<file path="config.mk">
export PLATFORM = sky130hd
export DESIGN_NAME = obi_write_buffer
export DESIGN_NICKNAME = d
export VERILOG_FILES = /design/src/rtl/obi_buf_pkg.sv /design/src/rtl/sync_fifo.sv /design/src/rtl/obi_write_buffer.sv
export SDC_FILE = /design/constraint.sdc
export NUM_CORES = 1
export LEC_CHECK = 0
export CORE_UTILIZATION = 35
export CTS_BUF_LIST = sky130_fd_sc_hd__clkbuf_4 sky130_fd_sc_hd__clkbuf_8
export DETAILED_ROUTE_END_ITERATION = 10
export SETUP_SLACK_MARGIN = 0.05
export SLEW_MARGIN = 20
export SYNTH_ARGS = -nofsm -noshare
export SYNTH_HDL_FRONTEND = slang
export SYNTH_SLANG_ARGS = --single-unit
</file>
<file path="constraint.sdc">
create_clock -name clk_i -period 4.6 [get_ports clk_i]
set_input_delay 0.92 -clock clk_i [delete_from_list [all_inputs] [get_ports clk_i]]
set_output_delay 0.92 -clock clk_i [all_outputs]
set_load 0.01 [all_outputs]
</file>
<file path="src/rtl/obi_buf_pkg.sv">
// Shared types for the OBI posted-write buffer: master FSM states and the
// write-buffer entry layout at the default bus widths.
package obi_buf_pkg;

  localparam int unsigned WB_ADDR_WIDTH = 32;
  localparam int unsigned WB_DATA_WIDTH = 32;
  localparam int unsigned WB_BE_WIDTH   = WB_DATA_WIDTH / 8;

  typedef enum logic [1:0] {
    M_IDLE    = 2'd0,
    M_WR_WAIT = 2'd1,
    M_RD_REQ  = 2'd2,
    M_RD_WAIT = 2'd3
  } m_state_e;

  typedef struct packed {
    logic [WB_ADDR_WIDTH-1:0] addr;
    logic [WB_BE_WIDTH-1:0]   be;
    logic [WB_DATA_WIDTH-1:0] wdata;
  } wbuf_entry_t;

endpackage

</file>
<file path="src/rtl/sync_fifo.sv">
// Single-clock FIFO with power-of-two depth; head entry is visible
// combinationally whenever the FIFO is non-empty.
module sync_fifo #(
  parameter int unsigned DEPTH = 4,
  parameter type entry_t = obi_buf_pkg::wbuf_entry_t,
  localparam int unsigned PTR_W = $clog2(DEPTH),
  localparam int unsigned CNT_W = $clog2(DEPTH) + 1
) (
  input  logic             clk_i,
  input  logic             rst_i,
  input  logic             push,
  input  entry_t           push_data,
  input  logic             pop,
  output entry_t           head,
  output logic             full,
  output logic             empty,
  output logic [CNT_W-1:0] count
);

  entry_t           mem_q [DEPTH];
  logic [PTR_W-1:0] wr_ptr_q;
  logic [PTR_W-1:0] rd_ptr_q;
  logic [CNT_W-1:0] count_q;
  logic             push_en;
  logic             pop_en;

  assign full    = (count_q == CNT_W'(DEPTH));
  assign empty   = (count_q == '0);
  assign count   = count_q;
  assign head    = mem_q[rd_ptr_q];
  assign push_en = push && !full;
  assign pop_en  = pop && !empty;

  // Pointers are exactly log2(DEPTH) bits wide, so they wrap modulo DEPTH.
  always_ff @(posedge clk_i) begin
    if (rst_i) begin
      wr_ptr_q <= '0;
      rd_ptr_q <= '0;
      count_q  <= '0;
    end else begin
      if (push_en) wr_ptr_q <= wr_ptr_q + 1'b1;
      if (pop_en)  rd_ptr_q <= rd_ptr_q + 1'b1;
      if (push_en && !pop_en) begin
        count_q <= count_q + 1'b1;
      end else if (pop_en && !push_en) begin
        count_q <= count_q - 1'b1;
      end
    end
  end

  always_ff @(posedge clk_i) begin
    if (push_en) mem_q[wr_ptr_q] <= push_data;
  end

endmodule

</file>
<file path="src/rtl/obi_write_buffer.sv">
// Posted-write buffer between a cache's OBI master port and memory. Writes are
// acknowledged on entry to the FIFO; reads go downstream only once it drains.
//
// Handshake: a request transfers on the cycle where req and gnt are both high;
// the requester holds req and its payload stable until gnt. Each granted
// request gets exactly one rvalid, never in the grant cycle itself, and at
// most one downstream transaction is outstanding at any time.
module obi_write_buffer
  import obi_buf_pkg::*;
#(
  parameter int unsigned DEPTH      = 4,
  parameter int unsigned ADDR_WIDTH = 32,
  parameter int unsigned DATA_WIDTH = 32
) (
  input  logic                    clk_i,
  input  logic                    rst_i,
  input  logic                    s_req_i,
  output logic                    s_gnt_o,
  input  logic                    s_we_i,
  input  logic [DATA_WIDTH/8-1:0] s_be_i,
  input  logic [ADDR_WIDTH-1:0]   s_addr_i,
  input  logic [DATA_WIDTH-1:0]   s_wdata_i,
  output logic [DATA_WIDTH-1:0]   s_rdata_o,
  output logic                    s_rvalid_o,
  output logic                    m_req_o,
  input  logic                    m_gnt_i,
  output logic                    m_we_o,
  output logic [DATA_WIDTH/8-1:0] m_be_o,
  output logic [ADDR_WIDTH-1:0]   m_addr_o,
  output logic [DATA_WIDTH-1:0]   m_wdata_o,
  input  logic [DATA_WIDTH-1:0]   m_rdata_i,
  input  logic                    m_rvalid_i,
  output logic                    empty_o
);

  localparam int unsigned BE_WIDTH = DATA_WIDTH / 8;
  localparam int unsigned CNT_W    = $clog2(DEPTH) + 1;

  typedef struct packed {
    logic [ADDR_WIDTH-1:0] addr;
    logic [BE_WIDTH-1:0]   be;
    logic [DATA_WIDTH-1:0] wdata;
  } entry_t;

  m_state_e              state_q;
  m_state_e              state_d;
  logic                  wr_rsp_q;
  logic [ADDR_WIDTH-1:0] rd_addr_q;

  entry_t                push_entry;
  entry_t                head;
  logic                  fifo_full;
  logic                  fifo_empty;
  logic [CNT_W-1:0]      fifo_count;

  logic                  rd_pending;
  logic                  wr_gnt;
  logic                  rd_gnt;
  logic                  pop;
  logic                  rd_rsp;

  assign push_entry = '{addr: s_addr_i, be: s_be_i, wdata: s_wdata_i};

  sync_fifo #(
    .DEPTH   (DEPTH),
    .entry_t (entry_t)
  ) u_wr_fifo (
    .clk_i     (clk_i),
    .rst_i     (rst_i),
    .push      (wr_gnt),
    .push_data (push_entry),
    .pop       (pop),
    .head      (head),
    .full      (fifo_full),
    .empty     (fifo_empty),
    .count     (fifo_count)
  );

  // Writes are blocked while a read is in progress so the read's response
  // cannot collide with a posted-write acknowledge.
  assign rd_pending = (state_q == M_RD_REQ) || (state_q == M_RD_WAIT);
  assign wr_gnt = !rst_i && s_req_i && s_we_i && !fifo_full && !rd_pending;
  assign rd_gnt = !rst_i && s_req_i && !s_we_i && (state_q == M_IDLE)
                  && fifo_empty && !wr_rsp_q;
  assign pop    = !rst_i && (state_q == M_IDLE) && !fifo_empty && m_gnt_i;
  assign rd_rsp = !rst_i && (state_q == M_RD_WAIT) && m_rvalid_i;

  always_ff @(posedge clk_i) begin
    if (rst_i) begin
      state_q <= M_IDLE;
    end else begin
      state_q <= state_d;
    end
  end

  always_comb begin
    state_d = state_q;
    case (state_q)
      M_IDLE: begin
        if (!fifo_empty) begin
          if (m_gnt_i) state_d = M_WR_WAIT;
        end else if (rd_gnt) begin
          state_d = M_RD_REQ;
        end
      end
      M_WR_WAIT: if (m_rvalid_i) state_d = M_IDLE;
      M_RD_REQ:  if (m_gnt_i)    state_d = M_RD_WAIT;
      M_RD_WAIT: if (m_rvalid_i) state_d = M_IDLE;
      default:   state_d = M_IDLE;
    endcase
  end

  always_comb begin
    m_req_o   = 1'b0;
    m_we_o    = 1'b0;
    m_be_o    = '0;
    m_addr_o  = '0;
    m_wdata_o = '0;
    if (!rst_i) begin
      case (state_q)
        M_IDLE: begin
          if (!fifo_empty) begin
            m_req_o   = 1'b1;
            m_we_o    = 1'b1;
            m_be_o    = head.be;
            m_addr_o  = head.addr;
            m_wdata_o = head.wdata;
          end
        end
        M_RD_REQ: begin
          m_req_o  = 1'b1;
          m_be_o   = '1;
          m_addr_o = rd_addr_q;
        end
        default: ;
      endcase
    end
    s_gnt_o    = wr_gnt || rd_gnt;
    s_rvalid_o = (wr_rsp_q && !rst_i) || rd_rsp;
    s_rdata_o  = rd_rsp ? m_rdata_i : '0;
    empty_o    = rst_i || ((fifo_count == '0) && (state_q == M_IDLE));
  end

  // Posted writes are acknowledged one cycle after their grant.
  always_ff @(posedge clk_i) begin
    if (rst_i) begin
      wr_rsp_q  <= 1'b0;
      rd_addr_q <= '0;
    end else begin
      wr_rsp_q <= wr_gnt;
      if (rd_gnt) rd_addr_q <= s_addr_i;
    end
  end

endmodule

</file>
# After elaboration in Yosys (flattened, before gate mapping)
# Memory sizes are Yosys's and may differ from the RTL's. A register that Yosys moved wholly into a read port is not among the register bits.
# Index checks and enable logic that the tools add are counted.
# totals
register_bits,42
latch_bits,0
mem_bits_rw,272
mem_bits_ro,0
inputBits,106
out_inout_bits,105
mem_count,1
# mem_list
memory,depth,word_bits,rd,rd_clocked_by_memory_dff,wr,line,text
u_wr_fifo.mem_q,4,68,1,1,1,sync_fifo.sv:20,entry_t mem_q [DEPTH];
# op_classes
n_addsub,4
multipliers,0
n_div,0
magnitude_cmp,0
eq_ne,8
shift,0
n_mux,27
bitwise,0
reduce_logical,36
# ops
op,n
$mux 32,6
$pmux 32 s2,1
$logic_and 1x1->1,19
$mux 2,7
$logic_not 1->1,8
$mux 4,2
$pmux 4 s2,1
$mux 1,6
$mux 3,2
$ne 3x3->1 const B,2
$pmux 2 s3,1
$add 2x1->2 const B,2
$eq 2x2->1 const B,2
$logic_or 1x1->1,4
$reduce_and 4->1,1
$add 3x1->3 const B,1
$eq 3x3->1 const B,1
$logic_not 3->1,1
$sub 3x1->3 const B,1
$eq 2x1->1 const B,1
$logic_not 2->1,1
$ne 2x1->1 const B,1
$ne 2x2->1 const B,1
$pmux 1 s2,1
other kinds (2),2

# Longest topological paths before layout
# Gate-level depths: netlist (run 1).
# logic_depth
word_depth,10
depth_mapped,12
depth_no_buf,9

# Cells and area by module
# Synthesis (run 1) repeated with hierarchy kept, for this count alone.
# hier_totals
cells_unflattened,732
area_unflattened_um2,12677.2
# modules_own_cells
module,n_inst,cells_each,area_each_um2
sync_fifo,1,404,10293.6
obi_write_buffer,1,328,2383.5

# Worst setup path after synthesis (run 1)
# Ideal clock, no wire load.
# synth_timing
path_type,input to register
start,input port rst_i
end,"memory u_wr_fifo.mem_q[0][0] (netlist bit), enable pin"
setup_ps,434
arrival_ps,3108
setup_slack_ps,1058
stages,3
n_path_buf,1
cell_sequence,clkbuf_1 -> and4bb_2 -> and3_1
# synth_between
elab_chain_cells,8
# synth_lines
item,line,text
from (decl),obi_write_buffer.sv:16,"input logic rst_i,"
$logic_not 1->1,obi_write_buffer.sv:82,assign wr_gnt = !rst_i && s_req_i && s_we_i && !fifo_full && !rd_pending;
$logic_and 1x1->1 (4 in a row),obi_write_buffer.sv:82,
$logic_and 1x1->1,sync_fifo.sv:31,assign push_en = push && !full;
$mux 1,sync_fifo.sv:52,if (push_en) mem_q[wr_ptr_q] <= push_data;
$mux 1 (implied by the code),sync_fifo.sv:52,
to (decl),sync_fifo.sv:20,
# No other way between the ends.

==> summary.md, run 1 <==
| Metric | Value |
|---|---|
| Vias per cell | `4.82` |
| Pleak | `0.00542 µW` |
| Min-delay worst type | `reg2reg` |
| CTS tree | `yes` |
| Overall routing resource usage | `0.155` |
| Vias in the first global route | `7,126` |
| CTS H-Tree Depth | `2` |
| PortBufs | `210` |
| First-pass GRT wire length | `42,400 µm` |
| F_max | `257 MHz` |
| Initial drt markers | `320` |
| PwrDens | `416 nW/µm²` |
| Setup Buffers After CTS | `0` |
| Total number of vias | `6,775` |
| P&R area growth vs syn | `29.9%` |
| RD Place Congestion | `0.718` |
| Cell family with most CP delay | `buffers and inverters` |
| Final wirelength | `28,500 µm` |
| FF-to-FF setup slack | `1.99 ns` |
| Placed insts | `1,315` |
| Asr flop ratio synth | `0` |
| First-pass DRT Iterations | `6` |
| Largest net degree at the start of global routing | `46` |
| Headroom to the max-slew limit | `0.576` |
| Die area | `36,800 µm²` |
| Fill cells | `3,108` |
| FP Rows | `69` |
| Final setup fails | `0` |
| Die Y | `192 µm` |
| Worst path slowest cell | `dfxtp_4` |
| Cts hold-fix bufs | `0` |
| Share of cells above drive strength 1 | `0.226` |
| Max Fanout on Critical Path | `23` |
| Dpl ws | `0.960 ns` |
| Initial Util | `0.355` |
| Area of the multi-input gates | `3380 µm²` |
| RSZ-0062 raised after global routing | `no` |
| DRC violations left | `0` |
| Antenna Violating Nets Remaining | `0` |
| Initial antenna violation count | `2` |
| Top FF cell, synth | `edfxtp_1` |
| Mapped Area | `12,600 µm²` |
| Reg area | `9060 µm²` |
| Status | `complete, no violations` |
| Synth Instances | `666` |
| Critical path data required time | `3.68 ns` |
| CTS Buf Count | `51` |
| Slowest Stage Delay on Critical Path | `0.66 ns` |
| Synth Net Count | `778` |
| Post-detail-place hpwl | `17,300 µm` |
| Final WS setup | `0.707 ns` |
| Nature of the critical path endpoint | `output port` |
| Max Slew Vio Count | `0` |
| Post-layout minimum cycle time | `3.89 ns` |
| Finished Layout Cells | `1,405` |
| Worst-Margin Slew | `0.635 ns` |
| CTS resizes | `0` |
| Nets | `1,019` |
| Crit Path Class | `reg2out` |
| Post-synth EDFFs | `272` |
| Clk slew on worst S/H paths | `0.06 ns` |
| Crit path launch type | `flip-flop` |
| Num ports | `211` |
| Crit-path cells | `buf_4 > mux4_2 > a22o_1 > clkdlybuf4s50_1` |
| Clk sinks | `316` |
| YS warnings | `0` |
| Period utilization | `0.846` |
| Grt ovf | `0` |
| Post-route setup TNS | `0 ns` |
| Yosys cell types | `43` |
| Core area | `35,600 µm²` |
| WL/cell | `20.3 µm` |
| Synth Register Bits | `316` |
| Die width | `192 µm` |
| Util after Layout | `0.461` |
| Max_cap viols | `0` |
| Clk_lat worst skew | `0.56 ns` |
| Clock root cell | `clkbuf_8` |
| Worst EP arrival | `2.97 ns` |
| Fin. Hold Viols | `0` |
| VDD IR-drop max | `0.303 mV` |
| Sequential share of the synthesized area | `0.717` |
| Synth Area per Inst | `19.0 µm²` |
| Buf/Inv on CP | `2` |
| Clk_skew | `0.00995 ns` |
| Max Root-Sink Buffers | `3` |
-- cells in the mapped netlist (2+ instances only) --
library cell  count  area (µm²)
nor3b_1           2        15.0
nor2_1           13        48.8
a21oi_1          12        60.1
nand4_1           6        37.5
xor2_1            2        17.5
or3_1             2        12.5
o211ai_1          2        15.0
a22o_1           32         280
o31ai_1           7        52.6
nor2b_1          28         175
and3_1            4        25.0
mux4_2           68        1530
buf_2            17        85.1
nand3_1           3        15.0
buf_4             2        15.0
and2_1           65         407
ha_1              5        62.6
edfxtp_1        272        8170
mux2_2           10         113
buf_1             2        7.51
o21ai_0           5        25.0
mux2_4           18         270
buf_6             2        22.5
inv_1             6        22.5
clkbuf_1         17        63.8
nand2_1           4        15.0
dfxtp_1          44         881
-- worst min-delay path: cells and delay by family (launching register included) --
family,cells,cell delay [ns]
DFF,1,0.31
AOI/OAI and AO/OA,2,0.13
-- final timing paths --
path	from	to	cells after the start
worst max-delay path	flip-flop	m_addr_o[29]	4
worst max register to register	u_wr_fifo.count[0]	u_wr_fifo.count[2]	10
worst min register to register	u_wr_fifo.rd_ptr_q[1]	flip-flop	2
worst min-delay path	u_wr_fifo.rd_ptr_q[1]	flip-flop	2
-- placed cells by master, fill, tap and decap left out, types with 5 or more instances in the layout --
cell               n
a21oi_1           12
a22o_1            32
and2_1            64
buf_12             5
buf_4             14
clkbuf_4          17
clkbuf_8          57
clkdlybuf4s50_1  209
clkinv_1           7
clkinv_2           5
dfxtp_1           42
edfxtp_1         272
ha_1               5
inv_1              6
mux2_2            10
mux2_4            18
mux4_2            68
nand4_1            6
nor2_1            13
nor2b_1           28
o21ai_0            5
o31ai_1            7
-- area by class of cell --
| class | count | share of cell area |
|---|---|---|
| Tap cell | 461 | 0.0352 |
| Inverter | 6 | 0.00137 |
| Clock buffer | 74 | 0.0556 |
| Multi-Input combinational cell | 303 | 0.206 |
| Sequential cell | 316 | 0.552 |
| Antenna cell | 1 | 0.000153 |
| Clock inverter | 15 | 0.00862 |
| Timing Repair Buffer | 229 | 0.140 |
-- logic make-up (layout without fill, tap and decap cells) --
group                      Yosys count  in the layout  share of synthesized area
AOI/OAI and AO/OA                   59             59                     0.0349
xor gates and xnor gates             2              2                    0.00139
adders and majority gates            6              6                    0.00654
buffers and inverters               47            324                     0.0175
DFF                                316            316                      0.717
muxes                               97             97                      0.152
other                                0              1                          0
and+or+nand+nor                    139            139                     0.0703
-- power by group --
group | total [µW] | switching [µW] | internal (µW)
Clock | 2480 | 1050 | 1430
Sequential | 3270 | 76.6 | 3190
Combinational | 1080 | 475 | 604
-- metrics by stage --
| stage | hold WS [ns] | power (µW) | instance area, µm² |
|---|---|---|---|
| finish | 0.492 | 6830 | 16400 |
| global route | 0.508 | 7130 | 16400 |
| CTS | 0.487 | 6930 | 16400 |
| detailed placement | 0.478 | 4430 | 15300 |
| global placement | 0.455 | 4420 | 15300 |
| floorplan | 0.448 | 3930 | 12600 |
-- state kept, by name, indices dropped and copies added, names as in the netlist, named ones only --
signal,cells
u_wr_fifo.mem_q,272
rd_addr_q,32
u_wr_fifo.count,3
state_q,2
u_wr_fifo.rd_ptr_q,2
u_wr_fifo.wr_ptr_q,2
wr_rsp_q,1
-- layer usage --
metal / global-route usage / share of wire / vias up
met2: 0.252 / 0.48 / 171
met1: 0.200 / 0.43 / 3422
met4: 0.0437 / 0.019 / 4
met5: 0 / 0.00095 / -
met3: 0.0451 / 0.064 / 45
li1: - / - / 3133
(Power assumes the default switching activity.)
==> run 2: changes to the inputs <==
==> constraint.sdc (replaced) <==
create_clock -name clk_i -period 3.15 [get_ports clk_i]
set_input_delay 0.63 -clock clk_i [delete_from_list [all_inputs] [get_ports clk_i]]
set_output_delay 0.63 -clock clk_i [all_outputs]
set_load 0.01 [all_outputs]
==> summary.md, run 2 (synthesized netlist as in run 1, its figures left out) <==
| Metric | Value |
|---|---|
| Status | `complete, no violations` |
| Sequential power share | `0.472` |
| Initial drt markers | `344` |
| Worst path slowest cell | `mux4_2` |
| Pint | `7590 µW` |
| Cts hold-fix bufs | `0` |
| Cell family with most CP delay | `buffers and inverters` |
| Final setup fails | `0` |
| Max layer used | `met4` |
| Fin. Hold Viols | `0` |
| Largest net degree at the start of global routing | `47` |
| F_max | `327 MHz` |
| Crit path launch type | `flip-flop` |
| Grt ovf | `0` |
| RSZ-0062 raised after global routing | `yes` |
| P&R area growth vs syn | `32.6%` |
| RD Place Congestion | `0.697` |
| Max Fanout on Critical Path | `23` |
| Clock root cell | `clkbuf_8` |
| Final wirelength | `28,400 µm` |
| Worst EP arrival | `2.43 ns` |
| Initial Util | `0.355` |
| Post-layout minimum cycle time | `3.06 ns` |
| Clock Power Share | `0.353` |
| FP Rows | `69` |
| CTS H-Tree Depth | `2` |
| Max_cap viols | `0` |
| Met3 WL | `1920 µm` |
| Post-route setup TNS | `0 ns` |
| Hold Crit Start | `rst_i` |
| Clk_lat worst skew | `0.59 ns` |
| Cells on worst reg2reg path | `11` |
| Buf/Inv on CP | `3` |
| Gate power share | `0.175` |
| Routed wl met2 | `13,900 µm` |
| Min-delay worst type | `in2reg` |
| RR Startpoint | `u_wr_fifo.count[0]` |
| Pleak | `0.00606 µW` |
| Share of cells above drive strength 1 | `0.246` |
| Max FFs per register | `272` |
| Core area | `35,600 µm²` |
| Period utilization | `0.971` |
| Nature of the critical path endpoint | `output port` |
| Slowest Stage Delay on Critical Path | `0.57 ns` |
| Vias in the first global route | `7,157` |
| CTS Buf Count | `52` |
| First-pass DRT Iterations | `4` |
| Critical path data required time | `2.52 ns` |
| Most common cell after layout, fill and taps aside | `edfxtp_1` |
| DRT met1 WL | `12,000 µm` |
| Final WS setup | `0.0921 ns` |
| PortBufs | `210` |
| Worst-Margin Slew | `0.564 ns` |
| VDD IR-drop max | `0.403 mV` |
| Max Root-Sink Buffers | `3` |
| Sw frac | `0.242` |
| Dpl ws | `0.168 ns` |
| Crit-path cells | `buf_4 > buf_12 > mux4_2 > a22o_1 > dlygate4sd2_1` |
| Hold Path Cell Cnt | `2` |
| Largest Register | `u_wr_fifo.mem_q` |
| Initial antenna violation count | `2` |
| PwrDens | `598 nW/µm²` |
| Headroom to the max-slew limit | `0.624` |
| WL/cell | `19.8 µm` |
| Total number of vias | `6,886` |
| Clk slew on worst S/H paths | `0.06 ns` |
| FF-to-FF setup slack | `0.78 ns` |
| NetSw | `2430 µW` |
| Crit Path Class | `reg2out` |
| Post-detail-place hpwl | `17,200 µm` |
| Clk sinks | `316` |
| Die width | `192 µm` |
| Overall routing resource usage | `0.155` |
| Die Y | `192 µm` |
| DRC violations left | `0` |
| First-pass GRT wire length | `42,200 µm` |
| Max Slew Vio Count | `0` |
| Die area | `36,800 µm²` |
| Num ports | `211` |
| Nets | `1,041` |
| WHS Endpoint | `state_q[1]` |
| Leading cell types in the layout, fill and taps excluded | `edfxtp_1 (272), clkdlybuf4s50_1 (141), mux4_2 (68), and2_1 (64), clkbuf_8 (55)` |
| Vias per cell | `4.81` |
| CTS tree | `yes` |
| Antenna Violating Nets Remaining | `0` |
| Clk_skew | `0.0199 ns` |
| Reg-to-Reg End | `u_wr_fifo.count[2]` |
-- run 2: worst max path at each step --
stage / from / end / slack (ns) / cells after the start
final: flip-flop / m_addr_o[8] / 0.09 / 5
after global placement: m_rvalid_i / s_rdata_o[4] / 0.18 / 6
after global routing: flip-flop / m_addr_o[8] / -0.005 / 5
after detailed placement: m_rvalid_i / s_rdata_o[5] / 0.17 / 6
after floorplan: rst_i / u_wr_fifo.mem_q[0][0] / 0.65 / 3
after CTS: flip-flop / m_addr_o[4] / -0.11 / 4
-- run 2: power groups by stage --
stage	Sequential, µW	Clock, µW	Combinational, µW
floorplan	4780	0	947
global placement	4810	0	1680
detailed placement	4820	0	1680
CTS	4730	3670	1730
global route	4740	3850	1890
finish	4730	3530	1750
-- run 2: final cells by class --
class | count | area [µm²]
flip-flops and latches | 316 | 9060
fillers | 3144 | 18800
multi-input cells | 303 | 3390
clock buffers | 77 | 922
well taps | 461 | 577
repair buffers | 250 | 2650
clock inverters | 18 | 114
inverters | 6 | 22.5
diodes | 2 | 5.00
-- run 2: through the flow --
step / hold slack [ns] / utilization / power, µW / instances / instance area, µm²
3_5_place_dp: 0.468 / 0.435 / 6500 / 1321 / 15500
6_report: 0.313 / 0.471 / 10000 / 1433 / 16700
2_1_floorplan: 0.448 / - / 5730 / 666 / 12600
4_1_cts: 0.261 / 0.467 / 10100 / 1422 / 16600
5_1_grt: 0.290 / 0.471 / 10500 / 1432 / 16700
3_3_place_gp: 0.450 / 0.435 / 6490 / 1321 / 15500
-- run 2: layer usage --
metal  vias up  track usage
met4         0       0.0510
met3        49       0.0488
met5         -            0
met2       169        0.255
li1       3186            -
met1      3482        0.193
-- run 2: repair_timing --
action / in CTS / in global routing
pin swaps: 2 / 1
resized for setup: 63 / 18
gates cloned: 2 / 1
setup endpoints to repair: 70 / 23
setup buffers: 4 / 8
